$ cat src/rtl/dec138_rr_arbiter_if.sv
// Bundle between the requesters, the round-robin arbiter and the 74x138 decoder pins.
// The arbiter's FSM state and rotation pointer are also carried here for observation.
interface dec138_rr_arbiter_if;
  logic [7:0] req;
  logic       done;
  logic       A;
  logic       B;
  logic       C;
  logic       E1_n;
  logic       E2_n;
  logic       E3;
  logic       gnt_valid;
  logic [2:0] gnt_id;
  logic       timeout;
  logic [1:0] state;
  logic [2:0] ptr;

  // Handshake: a requester holds req[i] high for as long as it wants the decoder.
  // It owns the decoder only while gnt_valid=1 and gnt_id=i.
  // Pulsing done (or dropping req[i]) during that time releases the decoder.
  modport master (
    output req, done,
    input  A, B, C, E1_n, E2_n, E3, gnt_valid, gnt_id, timeout, state, ptr
  );
  modport slave (
    input  req, done,
    output A, B, C, E1_n, E2_n, E3, gnt_valid, gnt_id, timeout, state, ptr
  );
endinterface

$ cat src/rtl/dec138_rr_arbiter.sv
// Round-robin arbiter sharing one 3-to-8 decoder among eight requesters.
// It enforces a bounded grant length and a blanking gap between grants.
module dec138_rr_arbiter #(
  parameter int unsigned HOLD_MAX = 15,
  parameter int unsigned GAP      = 1
) (
  input logic               clk,
  input logic               rst,
  dec138_rr_arbiter_if.slave bus
);

  typedef enum logic [1:0] {
    S_IDLE  = 2'd0,
    S_GRANT = 2'd1,
    S_GAP   = 2'd2
  } state_t;

  localparam logic [7:0] HOLD_LIM = 8'(HOLD_MAX);
  localparam logic [3:0] GAP_LIM  = 4'(GAP);

  state_t     state_q, state_d;
  logic [2:0] ptr_q, ptr_d;
  logic [2:0] gnt_id_q, gnt_id_d;
  logic       en_q, en_d;
  logic       timeout_q, timeout_d;
  logic [7:0] hold_cnt_q, hold_cnt_d;
  logic [3:0] gap_cnt_q, gap_cnt_d;

  logic       win_valid;
  logic [2:0] win_id;
  logic       release_now;
  logic       forced;

  // Scan from ptr upward; iterating offsets high-to-low lets the lowest offset win.
  always_comb begin
    win_valid = 1'b0;
    win_id    = ptr_q;
    for (int i = 7; i >= 0; i--) begin
      if (bus.req[ptr_q + 3'(i)]) begin
        win_valid = 1'b1;
        win_id    = ptr_q + 3'(i);
      end
    end
  end

  // State register together with the registered outputs and counters.
  always_ff @(posedge clk or posedge rst) begin
    if (rst) begin
      state_q    <= S_IDLE;
      ptr_q      <= 3'd0;
      gnt_id_q   <= 3'd0;
      en_q       <= 1'b0;
      timeout_q  <= 1'b0;
      hold_cnt_q <= 8'd0;
      gap_cnt_q  <= 4'd0;
    end else begin
      state_q    <= state_d;
      ptr_q      <= ptr_d;
      gnt_id_q   <= gnt_id_d;
      en_q       <= en_d;
      timeout_q  <= timeout_d;
      hold_cnt_q <= hold_cnt_d;
      gap_cnt_q  <= gap_cnt_d;
    end
  end

  // Next-state logic; release causes are ranked done > withdrawal > hold limit.
  always_comb begin
    state_d     = state_q;
    release_now = 1'b0;
    forced      = 1'b0;
    case (state_q)
      S_IDLE: begin
        if (win_valid) state_d = S_GRANT;
      end
      S_GRANT: begin
        if (bus.done) begin
          release_now = 1'b1;
        end else if (!bus.req[gnt_id_q]) begin
          release_now = 1'b1;
        end else if (hold_cnt_q == HOLD_LIM) begin
          release_now = 1'b1;
          forced      = 1'b1;
        end
        if (release_now) state_d = S_GAP;
      end
      S_GAP: begin
        if (gap_cnt_q == GAP_LIM) state_d = win_valid ? S_GRANT : S_IDLE;
      end
      default: state_d = S_IDLE;
    endcase
  end

  // Next values of the registered outputs and counters.
  always_comb begin
    ptr_d      = ptr_q;
    gnt_id_d   = gnt_id_q;
    en_d       = (state_d == S_GRANT);
    timeout_d  = 1'b0;
    hold_cnt_d = hold_cnt_q;
    gap_cnt_d  = gap_cnt_q;
    if (state_q != S_GRANT && state_d == S_GRANT) begin
      gnt_id_d   = win_id;
      hold_cnt_d = 8'd1;
    end
    if (state_q == S_GRANT) begin
      if (release_now) begin
        ptr_d     = gnt_id_q + 3'd1;
        gap_cnt_d = 4'd1;
        timeout_d = forced;
      end else if (hold_cnt_q < HOLD_LIM) begin
        hold_cnt_d = hold_cnt_q + 8'd1;
      end
    end
    if (state_q == S_GAP && gap_cnt_q < GAP_LIM) gap_cnt_d = gap_cnt_q + 4'd1;
  end

  // The enables come from one flop, so they always switch together.
  assign bus.A         = gnt_id_q[0];
  assign bus.B         = gnt_id_q[1];
  assign bus.C         = gnt_id_q[2];
  assign bus.E1_n      = ~en_q;
  assign bus.E2_n      = ~en_q;
  assign bus.E3        = en_q;
  assign bus.gnt_valid = en_q;
  assign bus.gnt_id    = gnt_id_q;
  assign bus.timeout   = timeout_q;
  assign bus.state     = state_q;
  assign bus.ptr       = ptr_q;

endmodule

$ cat src/flat_wrapper.sv
// flat-port wrapper written by rule: the top's interface ports become plain ports
module dec138_rr_arbiter_flat 
#(
  parameter int unsigned HOLD_MAX = 15,
  parameter int unsigned GAP      = 1
)
  (clk, rst, bus_req, bus_done, bus_A, bus_B, bus_C, bus_E1_n, bus_E2_n, bus_E3, bus_gnt_valid, bus_gnt_id, bus_timeout, bus_state, bus_ptr);
  dec138_rr_arbiter_if bus_i ();
  input logic clk;
  input logic rst;
  input wire logic [$bits(bus_i.req)-1:0] bus_req;
  input wire logic [$bits(bus_i.done)-1:0] bus_done;
  output wire logic [$bits(bus_i.A)-1:0] bus_A;
  output wire logic [$bits(bus_i.B)-1:0] bus_B;
  output wire logic [$bits(bus_i.C)-1:0] bus_C;
  output wire logic [$bits(bus_i.E1_n)-1:0] bus_E1_n;
  output wire logic [$bits(bus_i.E2_n)-1:0] bus_E2_n;
  output wire logic [$bits(bus_i.E3)-1:0] bus_E3;
  output wire logic [$bits(bus_i.gnt_valid)-1:0] bus_gnt_valid;
  output wire logic [$bits(bus_i.gnt_id)-1:0] bus_gnt_id;
  output wire logic [$bits(bus_i.timeout)-1:0] bus_timeout;
  output wire logic [$bits(bus_i.state)-1:0] bus_state;
  output wire logic [$bits(bus_i.ptr)-1:0] bus_ptr;
  assign bus_i.req = bus_req;
  assign bus_i.done = bus_done;
  assign bus_A = bus_i.A;
  assign bus_B = bus_i.B;
  assign bus_C = bus_i.C;
  assign bus_E1_n = bus_i.E1_n;
  assign bus_E2_n = bus_i.E2_n;
  assign bus_E3 = bus_i.E3;
  assign bus_gnt_valid = bus_i.gnt_valid;
  assign bus_gnt_id = bus_i.gnt_id;
  assign bus_timeout = bus_i.timeout;
  assign bus_state = bus_i.state;
  assign bus_ptr = bus_i.ptr;
  dec138_rr_arbiter #(.HOLD_MAX(HOLD_MAX), .GAP(GAP)) u_core (.clk(clk), .rst(rst), .bus(bus_i));
endmodule
$ cat config.mk
export PLATFORM = sky130hd
export DESIGN_NAME = dec138_rr_arbiter_flat
export DESIGN_NICKNAME = d
export VERILOG_FILES = /design/src/rtl/dec138_rr_arbiter_if.sv /design/src/rtl/dec138_rr_arbiter.sv /design/src/flat_wrapper.sv
export SDC_FILE = /design/constraint.sdc
export NUM_CORES = 1
export LEC_CHECK = 0
export BUFFER_PORTS_ARGS = -buffer_cell sky130_fd_sc_hd__clkbuf_2
export CORE_UTILIZATION = 30
export CTS_CLUSTER_SIZE = 16
export DETAILED_ROUTE_END_ITERATION = 6
export PLACE_DENSITY = 0.56
export SLEW_MARGIN = 20
export SYNTH_ARGS = -nofsm -noshare
export SYNTH_HDL_FRONTEND = slang
export SYNTH_SLANG_ARGS = --single-unit
$ cat constraint.sdc
create_clock -name clk -period 6.85 [get_ports clk]
set_clock_uncertainty 0.05 [all_clocks]
set_input_delay 0.3425 -clock clk [delete_from_list [all_inputs] [get_ports clk]]
set_output_delay 0.3425 -clock clk [all_outputs]
set_load 0.03 [all_outputs]
-- Word level (Yosys, flattened, before mapping)
Index checks and enable logic that the tools add are counted.
- flip-flop bits (word level): 22
- latch bits: 0
- RAM bits: 0
- memory bits (read-only): 0
- bits of input ports: 11
- output and inout port bits: 16
- word-level logic and storage cells: 97
- memories: 0
- add/sub/neg operators: 10
- multiply operators: 0
- div/mod/pow operators: 0
- magnitude comparators: 11
- equality and inequality tests: 6
- shift operators: 0
- multiplexer cells: 55
- bitwise gates (word level): 1
- reductions and logical operators: 7
- operator list (kind ; count):
    less-than comparator 3 x 4 -> 1 bit, second input constant ; 9
    2-to-1 mux 8 bit ; 4
    binary-select mux 1 bit (select 3 bit) ; 9
    2-to-1 mux 1 bit ; 27
    2-to-1 mux 3 bit ; 8
    adder 3 bit, second input constant ; 4
    2-to-1 mux 4 bit ; 3
    adder 8 x 1 -> 8 bit, second input constant ; 1
    == test 8 x 4 -> 1 bit, second input constant ; 1
    less-than comparator 8 x 4 -> 1 bit, second input constant ; 1
    adder 3 x 1 -> 3 bit, second input constant ; 2
    adder 3 x 2 -> 3 bit, second input constant ; 2
    2-to-1 mux 2 bit ; 3
    one-hot mux 2 bit (3 select lines) ; 1
    adder 4 x 1 -> 4 bit, second input constant ; 1
    == test 2 x 1 -> 1 bit, second input constant ; 2
    == test 4 x 1 -> 1 bit, second input constant ; 1
    less-than comparator 4 x 1 -> 1 bit, second input constant ; 1
    AND reduction 2 bit ; 2
    nonzero test 2 bit ; 2
    == test 2 bit, second input constant ; 1
    logical AND 1 bit ; 2
    logical NOT 2 bit ; 1
    inequality test 2 x 1 -> 1 bit, second input constant ; 1
    NOT 1 bit ; 1

-- Longest topological paths before layout
Gate-level depths: netlist of run 1.
- depth after elaboration: 20
- mapped depth: 12
- mapped depth without buffers: 8

-- Worst setup path after synthesis of run 1
OpenSTA, ideal clock, no wires.
- kind: reg-to-reg
- start: reg u_core.ptr_q[1] (netlist: u_core.bus.ptr[1])
- end: reg u_core.gnt_id_q[2] (netlist: u_core.bus.gnt_id[2])
- setup time: 0.129 ns
- arrival time: 2.965 ns
- data required time: 6.671 ns
- slack: 3.705 ns
- stages on the path, launching flop included: 12
- path buffers: 3
- cell sequence: dfrtp_1 clkbuf_1 buf_2 inv_1 ha_1 buf_2 mux4_2 nor2b_1 o31a_1 or4_1 o221ai_1 o41ai_1
- longest elaborated chain between the ends: 16
- ends and longest elaborated chain (element ; RTL line ; RTL):
    start, declared ; dec138_rr_arbiter.sv:22 ; logic [2:0] ptr_q, ptr_d;
    start signal, assigned ; dec138_rr_arbiter.sv:58 ; ptr_q <= ptr_d;
    adder 3 bit ; dec138_rr_arbiter.sv:39, dec138_rr_arbiter.sv:41 ;
    binary-select mux 1 bit (select 3 bit) ; dec138_rr_arbiter.sv:39 ; if (bus.req[ptr_q + 3'(i)]) begin
    2-to-1 mux 1 bit (implied by the code) ; dec138_rr_arbiter.sv:39 ;
    2-to-1 mux 1 bit (8 in series) ; dec138_rr_arbiter.sv:39 ;
    2-to-1 mux 1 bit ; dec138_rr_arbiter.sv:88 ; if (gap_cnt_q == GAP_LIM) state_d = win_valid ? S_GRANT : S_IDLE;
    2-to-1 mux 2 bit ; dec138_rr_arbiter.sv:88 ;
    one-hot mux 2 bit (3 select lines) ; dec138_rr_arbiter.sv:72 ; case (state_q)
    == test 2 x 1 -> 1 bit ; dec138_rr_arbiter.sv:102 ; if (state_q != S_GRANT && state_d == S_GRANT) begin
    logical AND 1 bit ; dec138_rr_arbiter.sv:102 ;
    end signal, assigned ; dec138_rr_arbiter.sv:59 ; gnt_id_q <= gnt_id_d;
    end, declared ; dec138_rr_arbiter.sv:23 ; logic [2:0] gnt_id_q, gnt_id_d;
Parallel ways exist; a longest one is shown, timed or not. The select of a mux whose other input is x is not followed.
A chain may end at the register's enable or synchronous reset.

-- Worst setup path after layout of run 1
- start: reg u_core.ptr_q[1] (netlist: u_core.bus.ptr[1])
- end: reg u_core.hold_cnt_q[0]
- longest elaborated chain between the ends: 20
- ends and longest elaborated chain (element ; RTL line ; RTL):
    adder 3 bit ; dec138_rr_arbiter.sv:39 ;
    binary-select mux 1 bit (select 3 bit) ; dec138_rr_arbiter.sv:39 ;
    2-to-1 mux 1 bit (implied by the code) ; dec138_rr_arbiter.sv:39 ;
    2-to-1 mux 1 bit (7 in series) ; dec138_rr_arbiter.sv:39 ;
    2-to-1 mux 1 bit (*) ; dec138_rr_arbiter.sv:39 ;
    2-to-1 mux 1 bit ; dec138_rr_arbiter.sv:88 ;
    2-to-1 mux 2 bit ; dec138_rr_arbiter.sv:88 ;
    one-hot mux 2 bit (3 select lines) (*) ; dec138_rr_arbiter.sv:72 ;
    == test 2 x 1 -> 1 bit (*) ; dec138_rr_arbiter.sv:102 ;
    logical AND 1 bit (*) ; dec138_rr_arbiter.sv:102 ;
    2-to-1 mux 8 bit (*) ; dec138_rr_arbiter.sv:102 ;
    2-to-1 mux 8 bit ; dec138_rr_arbiter.sv:111 ; end else if (hold_cnt_q < HOLD_LIM) begin
    2-to-1 mux 8 bit ; dec138_rr_arbiter.sv:107 ; if (release_now) begin
    2-to-1 mux 8 bit (*) ; dec138_rr_arbiter.sv:106 ; if (state_q == S_GRANT) begin
    net u_core.hold_cnt_d[0] ; dec138_rr_arbiter.sv:26 ; logic [7:0] hold_cnt_q, hold_cnt_d;
    end signal, assigned ; dec138_rr_arbiter.sv:62 ; hold_cnt_q <= hold_cnt_d;
    end, declared ; dec138_rr_arbiter.sv:26 ;
Mark *: on every way through the listed nets, which the timed path passes. The rest lies on a longest branch. The select of a mux whose other input is x is not followed.

==> results.json, run 1 <==
{
  "die_y_um": 84.05,
  "grt_pass1_wl_um": 8093,
  "gp_congestion": 0.8620,
  "hold_viol_final": 0,
  "fin_crit_sh_pct": 53.93,
  "post_cts_resized": 0,
  "cp_top_family": "flip-flops",
  "startpoint": "u_core.bus.ptr[1]",
  "finalCriticalPeriod_ns": 3.694,
  "clkSinkCount": 22,
  "cts.clk_slew.worst_paths_ns": 0.08,
  "overflow": 0,
  "p_int_mw": 0.5976,
  "critPathLaunchType": "register",
  "synth_top_area_share_pct": 27.26,
  "cap_violations": 0,
  "cts_tree": "done",
  "rsz0062_at_grt": "false",
  "critPathSlowestCell": "dfrtp_1",
  "syn_area_mm2": 0.002019,
  "worst_pin_slew_ns": 0.9036,
  "timing.hold.ws_ns": 0.1639,
  "pin_count": 27,
  "violations": "design-rule violations",
  "root_buffer": "clkbuf_8",
  "num-fill-cells": 665,
  "regToRegStartpoint": "u_core.bus.ptr[1]",
  "wl_per_cell_um": 15.78,
  "vias": 1721,
  "synth_area_leaders": "dfrtp_1 (27%), mux4_2 (14%), mux2i_1 (5.5%)",
  "antenna_found_initial": 0,
  "drv_slew": 0,
  "finalNetCount": 241,
  "cp.required_ns": 6.91,
  "critical_path.endpoint_type": "register",
  "postSynthAreaPerCell_um2": 9.851,
  "hp-class": "input port to asynchronous set/reset pin",
  "synth_largest_area_cell": "dfrtp_1",
  "grt_use_total_pct": 14.07,
  "dr.pass1.iters": 6,
  "dpl.cell_count": 295,
  "start_util_pct": 31.44,
  "synthTopCellsByCount": "dfrtp_1 (22), nand2_1 (15), mux4_2 (13)",
  "finalSetupViolCount": 0,
  "port-buffer-count": 26,
  "cts_hold_buf": 0,
  "path_buf_inv": 1,
  "cts_setup_buffers": 0,
  "diodes": 0,
  "setup_ws_ns": 3.156,
  "yosysSeqAreaShare_pct": 27.26,
  "crit_type": "register to register",
  "area_growth_pct": 10.47,
  "seqPwrFrac_pct": 19.8,
  "synth_nets": 223,
  "core.rowCount": 29,
  "cts_buffers": 3,
  "r2r_slack_ns": 3.16,
  "drt_iter0_drc": 159,
  "synth_cell_types": 53,
  "synth.ff_latch_count": 22,
  "worstSkewPairLatency_ns": 0.26,
  "leakage_nw": 0.9496,
  "sw_frac_of_total_pct": 50.01,
  "crit_cells": 8,
  "hpwlAfterDp_um": 3529,
  "stdcell_count": 299,
  "grt_pass1_vias": 1618,
  "p_sw_mw": 0.5978,
  "htree_levels": 1,
  "reg2reg_depth": 8,
  "place_ws_ns": 3.149,
  "path_cells": "inv_1 -> ha_1 -> mux4_2 -> nor4_1 -> nand3_1 -> o21ai_4 -> o21a_1 -> mux2i_1",
  "via_per_inst": 5.756,
  "netlist_instances": 205,
  "yosys_warnings": 0,
  "yosysMostFrequentCell": "dfrtp_1",
  "power_mw": 1.195,
  "ir_worst_vdd_mv": 0.2322,
  "relSlewSlack_pct": 39.76,
  "coreArea_mm2": 0.006422,
  "die_w_um": 84.05,
  "drc": 2,
  "cp.arrival_ns": 3.76,
  "endpoint": "u_core.hold_cnt_q[0]",
  "ant_nets": 0,
  "dieArea_mm2": 0.007064,
  "grt_start_max_net_pins": 27,
  "async_flop_share_pct": 100.0,
  "tns_ns": 0,
  "synth-edff-count": 0,
  "comb_power_share_pct": 70.2,
  "status": "complete, but fails checks",
  "clock_path_buffers": 2,
  "timing.rr.end": "u_core.hold_cnt_q[0]",
  "drive_above_1_share_pct": 23.87,
  "synth_flop_cell": "dfrtp_1",
  "crit_fanout": 26,
  "power_density_mw_per_mm2": 535.8,
  "clock_power_share_pct": 10.0,
  "wirelength_um": 4718,
  "max_stage_delay_ns": 0.91,
  "fmax_mhz": 270.7
}
## flip-flops by register name, indices dropped and copies added, names as in the netlist
name,count
u_core.bus.timeout,1
u_core.bus.gnt_id,3
u_core.bus.state,2
u_core.bus.ptr,3
u_core.bus.E3,1
u_core.hold_cnt_q,8
u_core.gap_cnt_q,4
## metal layers
layer | global-route usage [%] | up-vias | share of wire, %
met5 | 0 | - | 0
met4 | 6.113 | 0 | 2.8
met3 | 1.484 | 15 | 7.0
met2 | 21.76 | 76 | 46
met1 | 19.86 | 824 | 44
li1 | - | 806 | -
## placed cells by master (no fill, tap or decap), types with 4 or more instances in the layout
master    netlist  layout
nand3_1         6       6
xnor2_1         4       4
mux2_2          4       4
dfrtp_1        22      22
nor4_1          4       4
and2_1          9       9
clkbuf_2        0      26
nor2_1         12      12
o21ai_1         6       6
ha_1            7       7
o21ai_0        12      12
mux4_2         13      13
mux2i_1        11      11
inv_1           9       9
a21oi_1         9       9
mux2_1          5       5
nand2b_1        5       5
nand2_1        15      15
## power groups by stage
stage                     combinational (mW)  sequential (mW)  clock [mW]
after floorplan                        0.684            0.246           0
after global placement                 0.842            0.241           0
after detailed placement               0.831            0.242           0
after CTS                              0.837            0.240       0.123
after global routing                   0.918            0.249       0.128
final                                  0.839            0.236       0.120
## worst reg2reg max path, cell delays in order (launching register included)
cell     delay [ns]
dfrtp_1        0.91
inv_1          0.24
ha_1           0.63
mux4_2         0.64
nor4_1         0.27
nand3_1        0.16
o21ai_4        0.34
o21a_1         0.23
mux2i_1        0.08
## layout make-up
class                      instances  area (um2)  share of cell area [%]
multi-input combinational        160        1341                   60.12
sequential                        22       550.5                   24.68
clock buffer                       3       41.29                   1.851
timing repair buffer              27       137.6                   6.169
tap                               77       96.34                   4.319
inverter                           9       33.78                   1.514
clock inverter                     1       30.03                   1.346
## through the flow
step | util (%) | cell area [um2]
3_5_place_dp | 33.63 | 2160
5_1_grt | 34.74 | 2231
2_1_floorplan | - | 2019
6_report | 34.74 | 2231
3_3_place_gp | 33.63 | 2160
4_1_cts | 34.74 | 2231
## cell families after synthesis
logic type               Yosys count  share of synthesized area [%]
AO/OA/AOI/OAI                     52                          18.03
flip-flops                        22                          27.26
AND/OR/NAND/NOR                   62                          15.86
adder cells (fa/ha/maj)            7                          4.337
XOR/XNOR                           5                          2.540
multiplexers                      34                          25.65
buffers and inverters             23                          6.319
## how the worst min path moves through the flow
| stage | to | cells past startpoint | slack, ns |
|---|---|---|---|
| floorplan | u_core.bus.E3 | 1 | 0.28 |
| finish | u_core.gap_cnt_q[0] | 2 | 0.16 |
| detailed placement | u_core.hold_cnt_q[5] | 1 | 0.43 |
| CTS | u_core.gap_cnt_q[0] | 2 | 0.20 |
| global placement | u_core.gap_cnt_q[3] | 1 | 0.42 |
| global route | u_core.gap_cnt_q[1] | 2 | 0.26 |
(Power assumes the default switching activity.)
==> run 2, diff against run 1 <==
==> constraint.sdc (replaced) <==
create_clock -name clk -period 3.79 [get_ports clk]
set_clock_uncertainty 0.05 [all_clocks]
set_input_delay 0.1895 -clock clk [delete_from_list [all_inputs] [get_ports clk]]
set_output_delay 0.1895 -clock clk [all_outputs]
set_load 0.03 [all_outputs]
==> results.json, run 2 (synthesis gave the netlist of run 1 again) <==
{
  "coreArea_mm2": 0.006422,
  "antenna_found_initial": 0,
  "finalNetCount": 243,
  "overflow": 0,
  "crit_type": "register to register",
  "dieArea_mm2": 0.007064,
  "root_buffer": "clkbuf_8",
  "ant_nets": 0,
  "wirelength_um": 4579,
  "timing.hold.ws_ns": -0.0004697,
  "power_mw": 2.117,
  "cts_buffers": 3,
  "finalSetupViolCount": 0,
  "core.rowCount": 29,
  "seqPwrFrac_pct": 17.9,
  "wl_per_cell_um": 15.21,
  "violations": "design-rule violations, negative hold slack",
  "ir_worst_vdd_mv": 0.3345,
  "relSlewSlack_pct": 46.45,
  "critical_path.endpoint_type": "register",
  "tns_ns": 0,
  "dr.pass1.iters": 6,
  "die_w_um": 84.05,
  "fmax_mhz": 337.3,
  "vias": 1676,
  "power_density_mw_per_mm2": 949.5,
  "largest_reg_flops": 8,
  "post_cts_resized": 0,
  "cp.required_ns": 3.84,
  "drc": 2,
  "endpoint": "u_core.hold_cnt_q[0]",
  "regToRegStartpoint": "u_core.bus.ptr[1]",
  "leakage_nw": 0.9526,
  "cts_hold_buf": 0,
  "reg2reg_depth": 8,
  "pin_count": 27,
  "hold_viol_final": 3,
  "p_int_mw": 1.043,
  "grt_start_max_net_pins": 26,
  "largestRegisters": "u_core.hold_cnt_q: 8 flops, u_core.gap_cnt_q: 4 flops",
  "worstSkewPairLatency_ns": 0.26,
  "comb_power_share_pct": 74.4,
  "die_y_um": 84.05,
  "gp_congestion": 0.8196,
  "r2r_slack_ns": 0.82,
  "clock_power_share_pct": 7.7,
  "place_area_mm2": 0.002175,
  "cts_tree": "done",
  "worst_pin_slew_ns": 0.8024,
  "final_common_cell": "clkbuf_2",
  "p_sw_mw": 1.074,
  "port-buffer-count": 26,
  "grt_use_total_pct": 13.32,
  "top_register": "u_core.hold_cnt_q",
  "dpl.cell_count": 297,
  "clkSinkCount": 22,
  "cp.arrival_ns": 3.02,
  "clock_path_buffers": 2,
  "htree_levels": 1,
  "critPathLaunchType": "register",
  "grt_pass1_wl_um": 7659,
  "drt_iter0_drc": 184,
  "cts_setup_buffers": 0,
  "via_per_inst": 5.568,
  "design_area_mm2": 0.002230,
  "crit_fanout": 14,
  "start_util_pct": 31.44,
  "stdcell_count": 301,
  "drive_above_1_share_pct": 24.55,
  "area_growth_pct": 10.41,
  "cap_violations": 0,
  "startpoint": "u_core.bus.ptr[1]",
  "diodes": 0,
  "status": "complete, but fails checks",
  "hpwlAfterDp_um": 3335,
  "drv_slew": 0,
  "timing.rr.end": "u_core.hold_cnt_q[0]",
  "fin_crit_sh_pct": 78.23,
  "grt_pass1_vias": 1583,
  "most-common-layout-cells": "clkbuf_2 (26), dfrtp_1 (22), nand2_1 (15), mux4_2 (13)",
  "sw_frac_of_total_pct": 50.75,
  "finalCriticalPeriod_ns": 2.965,
  "cts.clk_slew.worst_paths_ns": 0.08,
  "rsz0062_at_grt": "false",
  "num-fill-cells": 633,
  "hp-class": "input port to asynchronous set/reset pin"
}
run 2: cell types whose count changed in the layout (fill, tap and decap cells not counted), sizes merged:
cell	before	now
clkbuf	29	30
bufinv	1	0
buf	1	3
run 2: worst min path at each step:
stage,start,to,slack (ns),cells after the start
2_1_floorplan,rst,u_core.bus.E3,0.13,1
3_3_place_gp,rst,u_core.gap_cnt_q[1],0.33,2
3_5_place_dp,rst,u_core.gap_cnt_q[0],0.33,2
4_1_cts,rst,u_core.gap_cnt_q[0],0.04,2
5_1_grt,rst,u_core.gap_cnt_q[0],0.09,2
6_report,rst,u_core.gap_cnt_q[0],-0.0005,2
run 2: area by class of cell:
| type | count | area (um2) | share of cell area, % |
|---|---|---|---|
| Sequential cell | 22 | 550.5 | 24.69 |
| Tap cell | 77 | 96.34 | 4.321 |
| Timing Repair Buffer | 29 | 152.6 | 6.846 |
| Multi-Input combinational cell | 160 | 1341 | 60.16 |
| Inverter | 9 | 33.78 | 1.515 |
| Clock buffer | 4 | 55.05 | 2.469 |
run 2: routing by layer:
metal / routed length (um) / vias to the layer above / part of all wire [%] / track usage [%]
li1: - / 811 / - / -
met1: 2089 / 790 / 46 / 18.19
met2: 2149 / 67 / 47 / 21.98
met4: 73 / 0 / 1.6 / 4.389
met5: 0 / - / 0 / 0
met3: 266 / 8 / 5.8 / 1.385
run 2: power by group through the flow:
stage                     clock (mW)  sequential, mW  combinational [mW]
after floorplan                    0           0.444                1.24
after global placement             0           0.387                1.58
after detailed placement           0           0.388                1.56
after CTS                      0.171           0.383                1.57
after global routing           0.179           0.390                1.71
final                          0.164           0.379                1.57
run 2: worst max-delay path, cell delays in order (launching register included):
cell	delay [ns]
dfrtp_1	0.35
inv_1	0.09
ha_1	0.59
mux4_2	0.64
nor4_1	0.27
nand3_1	0.16
o21ai_4	0.35
o21a_1	0.22
mux2i_1	0.08
run 2: per-stage QoR:
step / utilization (%) / setup slack (ns) / hold WS (ns)
detailed placement: 33.86 / 0.8539 / 0.3315
floorplan: - / 0.6453 / 0.1287
global placement: 33.86 / 0.9021 / 0.3337
finish: 34.72 / 0.8249 / -0.0004697
global route: 34.72 / 0.6118 / 0.08946
CTS: 34.72 / 0.8331 / 0.04076
==> run 3, diff against run 2 <==
--- a/config.mk
+++ b/config.mk
@@ -5,11 +5,12 @@
 export SDC_FILE = /design/constraint.sdc
 export NUM_CORES = 1
 export LEC_CHECK = 0
+export ABC_AREA = 1
 export BUFFER_PORTS_ARGS = -buffer_cell sky130_fd_sc_hd__clkbuf_2
 export CORE_UTILIZATION = 30
 export CTS_CLUSTER_SIZE = 16
 export DETAILED_ROUTE_END_ITERATION = 6
-export PLACE_DENSITY = 0.56
+export PLACE_DENSITY = 0.58
 export SLEW_MARGIN = 20
 export SYNTH_ARGS = -nofsm -noshare
 export SYNTH_HDL_FRONTEND = slang
==> constraint.sdc (replaced) <==
create_clock -name clk -period 2.6 [get_ports clk]
set_clock_uncertainty 0.05 [all_clocks]
set_input_delay 0.13 -clock clk [delete_from_list [all_inputs] [get_ports clk]]
set_output_delay 0.13 -clock clk [all_outputs]
set_load 0.03 [all_outputs]
==> results.json, run 3 <==
{
  "final_common_cell": "nand2_1",
  "wirelength_um": 4052,
  "synth_nets": 257,
  "design_area_mm2": 0.001966,
  "power_density_mw_per_mm2": 320.2,
  "die_w_um": 78.39,
  "yosys_warnings": 0,
  "grt_use_total_pct": 14.30,
  "synth_area_leaders": "dfrtp_1 (31%), nand2_1 (12%), nand3_1 (9.4%)",
  "synth_largest_area_cell": "dfrtp_1",
  "synthTopCellsByCount": "nand2_1 (56), nand3_1 (33), dfrtp_1 (22), inv_1 (22), nor2_1 (16)",
  "vias": 1644,
  "fmax_mhz": 437.3,
  "worstSkewPairLatency_ns": 0.26,
  "gp_congestion": 0.9448,
  "status": "finished, final reports clean",
  "critical_path.endpoint_type": "register",
  "reg2reg_depth": 13,
  "finalCriticalPeriod_ns": 2.287,
  "synth-edff-count": 0,
  "grt_start_max_net_pins": 23,
  "fin_util_pct": 35.26,
  "die_y_um": 78.39,
  "dr.pass1.iters": 4,
  "cts_buffers": 3,
  "clock_path_buffers": 2,
  "synth.ff_latch_count": 22,
  "critPathLaunchType": "register",
  "stdcell_count": 335,
  "dpl.cell_count": 331,
  "overflow": 0,
  "htree_levels": 1,
  "largestRegisters": "u_core.hold_cnt_q: 8 flops, u_core.gap_cnt_q: 4 flops",
  "via_per_inst": 4.907,
  "cp.required_ns": 2.70,
  "root_buffer": "clkbuf_8",
  "largest_reg_flops": 8,
  "min_path_cells": 2,
  "register_area_um2": 550.5,
  "grt_pass1_wl_um": 6893,
  "hold_viol_final": 0,
  "fin_crit_sh_pct": 87.95,
  "finalSetupViolCount": 0,
  "clkSinkCount": 22,
  "drc": 0,
  "antenna_found_initial": 0,
  "async_flop_share_pct": 100.0,
  "yosysSeqAreaShare_pct": 31.45,
  "coreArea_mm2": 0.005574,
  "most-common-layout-cells": "nand2_1 (56), nand3_1 (33), clkbuf_2 (26), inv_1 (22), dfrtp_1 (22)",
  "yosysMostFrequentCell": "nand2_1",
  "wl_per_cell_um": 12.10,
  "pin_count": 27,
  "clock_power_share_pct": 33.8,
  "cts_tree": "done",
  "tns_ns": 0,
  "synth_cell_types": 31,
  "cts.clk_slew.worst_paths_ns": 0.08,
  "grt_pass1_vias": 1504,
  "crit_fanout": 10,
  "crit_type": "register to register",
  "hp-class": "input port to register",
  "p_sw_mw": 0.1592,
  "sw_frac_of_total_pct": 25.29,
  "synth_top_area_share_pct": 31.45,
  "postSynthAreaPerCell_um2": 7.324,
  "diodes": 0,
  "leakage_nw": 1.006,
  "multi_input_area_mm2": 0.001017,
  "cts_hold_buf": 1,
  "netlist_instances": 239,
  "port-buffer-count": 26,
  "synth_flop_cell": "dfrtp_1",
  "drv_slew": 0,
  "place_area_mm2": 0.001914,
  "drive_above_1_share_pct": 24.71,
  "post_cts_resized": 0,
  "core.rowCount": 27,
  "ant_nets": 0,
  "relSlewSlack_pct": 44.10,
  "num-fill-cells": 585,
  "comb_power_share_pct": 11.9,
  "drt_iter0_drc": 103,
  "top_register": "u_core.hold_cnt_q",
  "p_int_mw": 0.4702,
  "cts_setup_buffers": 0,
  "ir_worst_vdd_mv": 0.1450,
  "start_util_pct": 31.40,
  "finalNetCount": 283,
  "cap_violations": 0,
  "syn_area_mm2": 0.001750,
  "area_growth_pct": 12.29,
  "cp.arrival_ns": 2.39,
  "rsz0062_at_grt": "false",
  "seqPwrFrac_pct": 54.3,
  "hpwlAfterDp_um": 3233,
  "dieArea_mm2": 0.006144,
  "worst_pin_slew_ns": 0.8375
}
==> run 3: cell types whose count changed after synthesis, moves of 5 or more <==
cell,delta
nand2_2,+10
mux2_1,-5
nand3_1,+27
mux4_2,-13
nand3_2,+7
nand2_1,+41
inv_1,+13
nand2b_1,-5
and2_1,-8
inv_2,+6
mux2i_1,-10
==> run 3: power by group through the flow <==
stage	sequential, mW	clock (mW)	combinational, mW
after floorplan	0.349	0	0.0495
after global placement	0.349	0	0.0754
after detailed placement	0.349	0	0.0736
after CTS	0.342	0.217	0.0751
after global routing	0.342	0.230	0.0852
final	0.342	0.213	0.0751
==> run 3: path summary, 6_finish.rpt <==
check,endpoint,slack [ns],from
hold / removal,u_core.bus.timeout,0.01,bus_done
max in group asynchronous,u_core.hold_cnt_q[5],1.47,rst
min in group asynchronous,u_core.hold_cnt_q[1],0.50,rst
hold reg to reg,u_core.gap_cnt_q[2],0.44,u_core.gap_cnt_q[2]
setup / recovery,u_core.bus.gnt_id[1],0.31,u_core.bus.ptr[1]
setup reg to reg,u_core.bus.gnt_id[1],0.31,u_core.bus.ptr[1]
==> run 3: kinds of logic (layout without fill, tap and decap cells) <==
| family | count (synthesis) | count (layout) | synth area share, % |
|---|---|---|---|
| flops | 22 | 22 | 31.45 |
| compound gates | 33 | 33 | 11.01 |
| fa+ha+maj | 7 | 7 | 5.003 |
| simple gates | 133 | 133 | 38.10 |
| mux | 1 | 1 | 0.5719 |
| buf+inv | 37 | 61 | 10.44 |
| xor+xnor | 6 | 6 | 3.432 |
==> run 3: stage by stage <==
stage          worst slack (ns)  total power, mW  hold WS (ns)
5_1_grt                 0.09312           0.6574       0.01952
2_1_floorplan            0.2890           0.3982       0.06923
4_1_cts                  0.3147           0.6338       0.01435
3_3_place_gp             0.3896           0.4241        0.2642
3_5_place_dp             0.3383           0.4223        0.2755
6_report                 0.3133           0.6295       0.01419
==> run 3: final cells by class <==
type	instances	share of cell area (%)
Clock buffer	3	2.101
Inverter	29	5.665
Multi-Input combinational cell	180	51.75
Sequential cell	22	28.01
Tap cell	72	4.583
Timing Repair Buffer	29	7.893
==> run 3: worst max-delay path, cell delays in order, from the launching register on <==
cell	delay, ns
dfrtp_1	0.40
inv_4	0.08
ha_1	0.41
inv_2	0.11
nand3_1	0.14
nand3_1	0.12
nand2_1	0.18
nor2_2	0.06
nand2_2	0.07
nor2_4	0.04
nor2_4	0.22
inv_2	0.10
a21oi_2	0.11
a21oi_1	0.07
==> run 3: per-layer routing <==
| metal | vias to the layer above | GRT usage, % | share of wire, % |
|---|---|---|---|
| met3 | 10 | 2.674 | 4.4 |
| met1 | 752 | 18.93 | 48 |
| li1 | 833 | - | - |
| met2 | 49 | 23.42 | 45 |
| met5 | - | 0 | 0 |
| met4 | 0 | 4.444 | 2.0 |
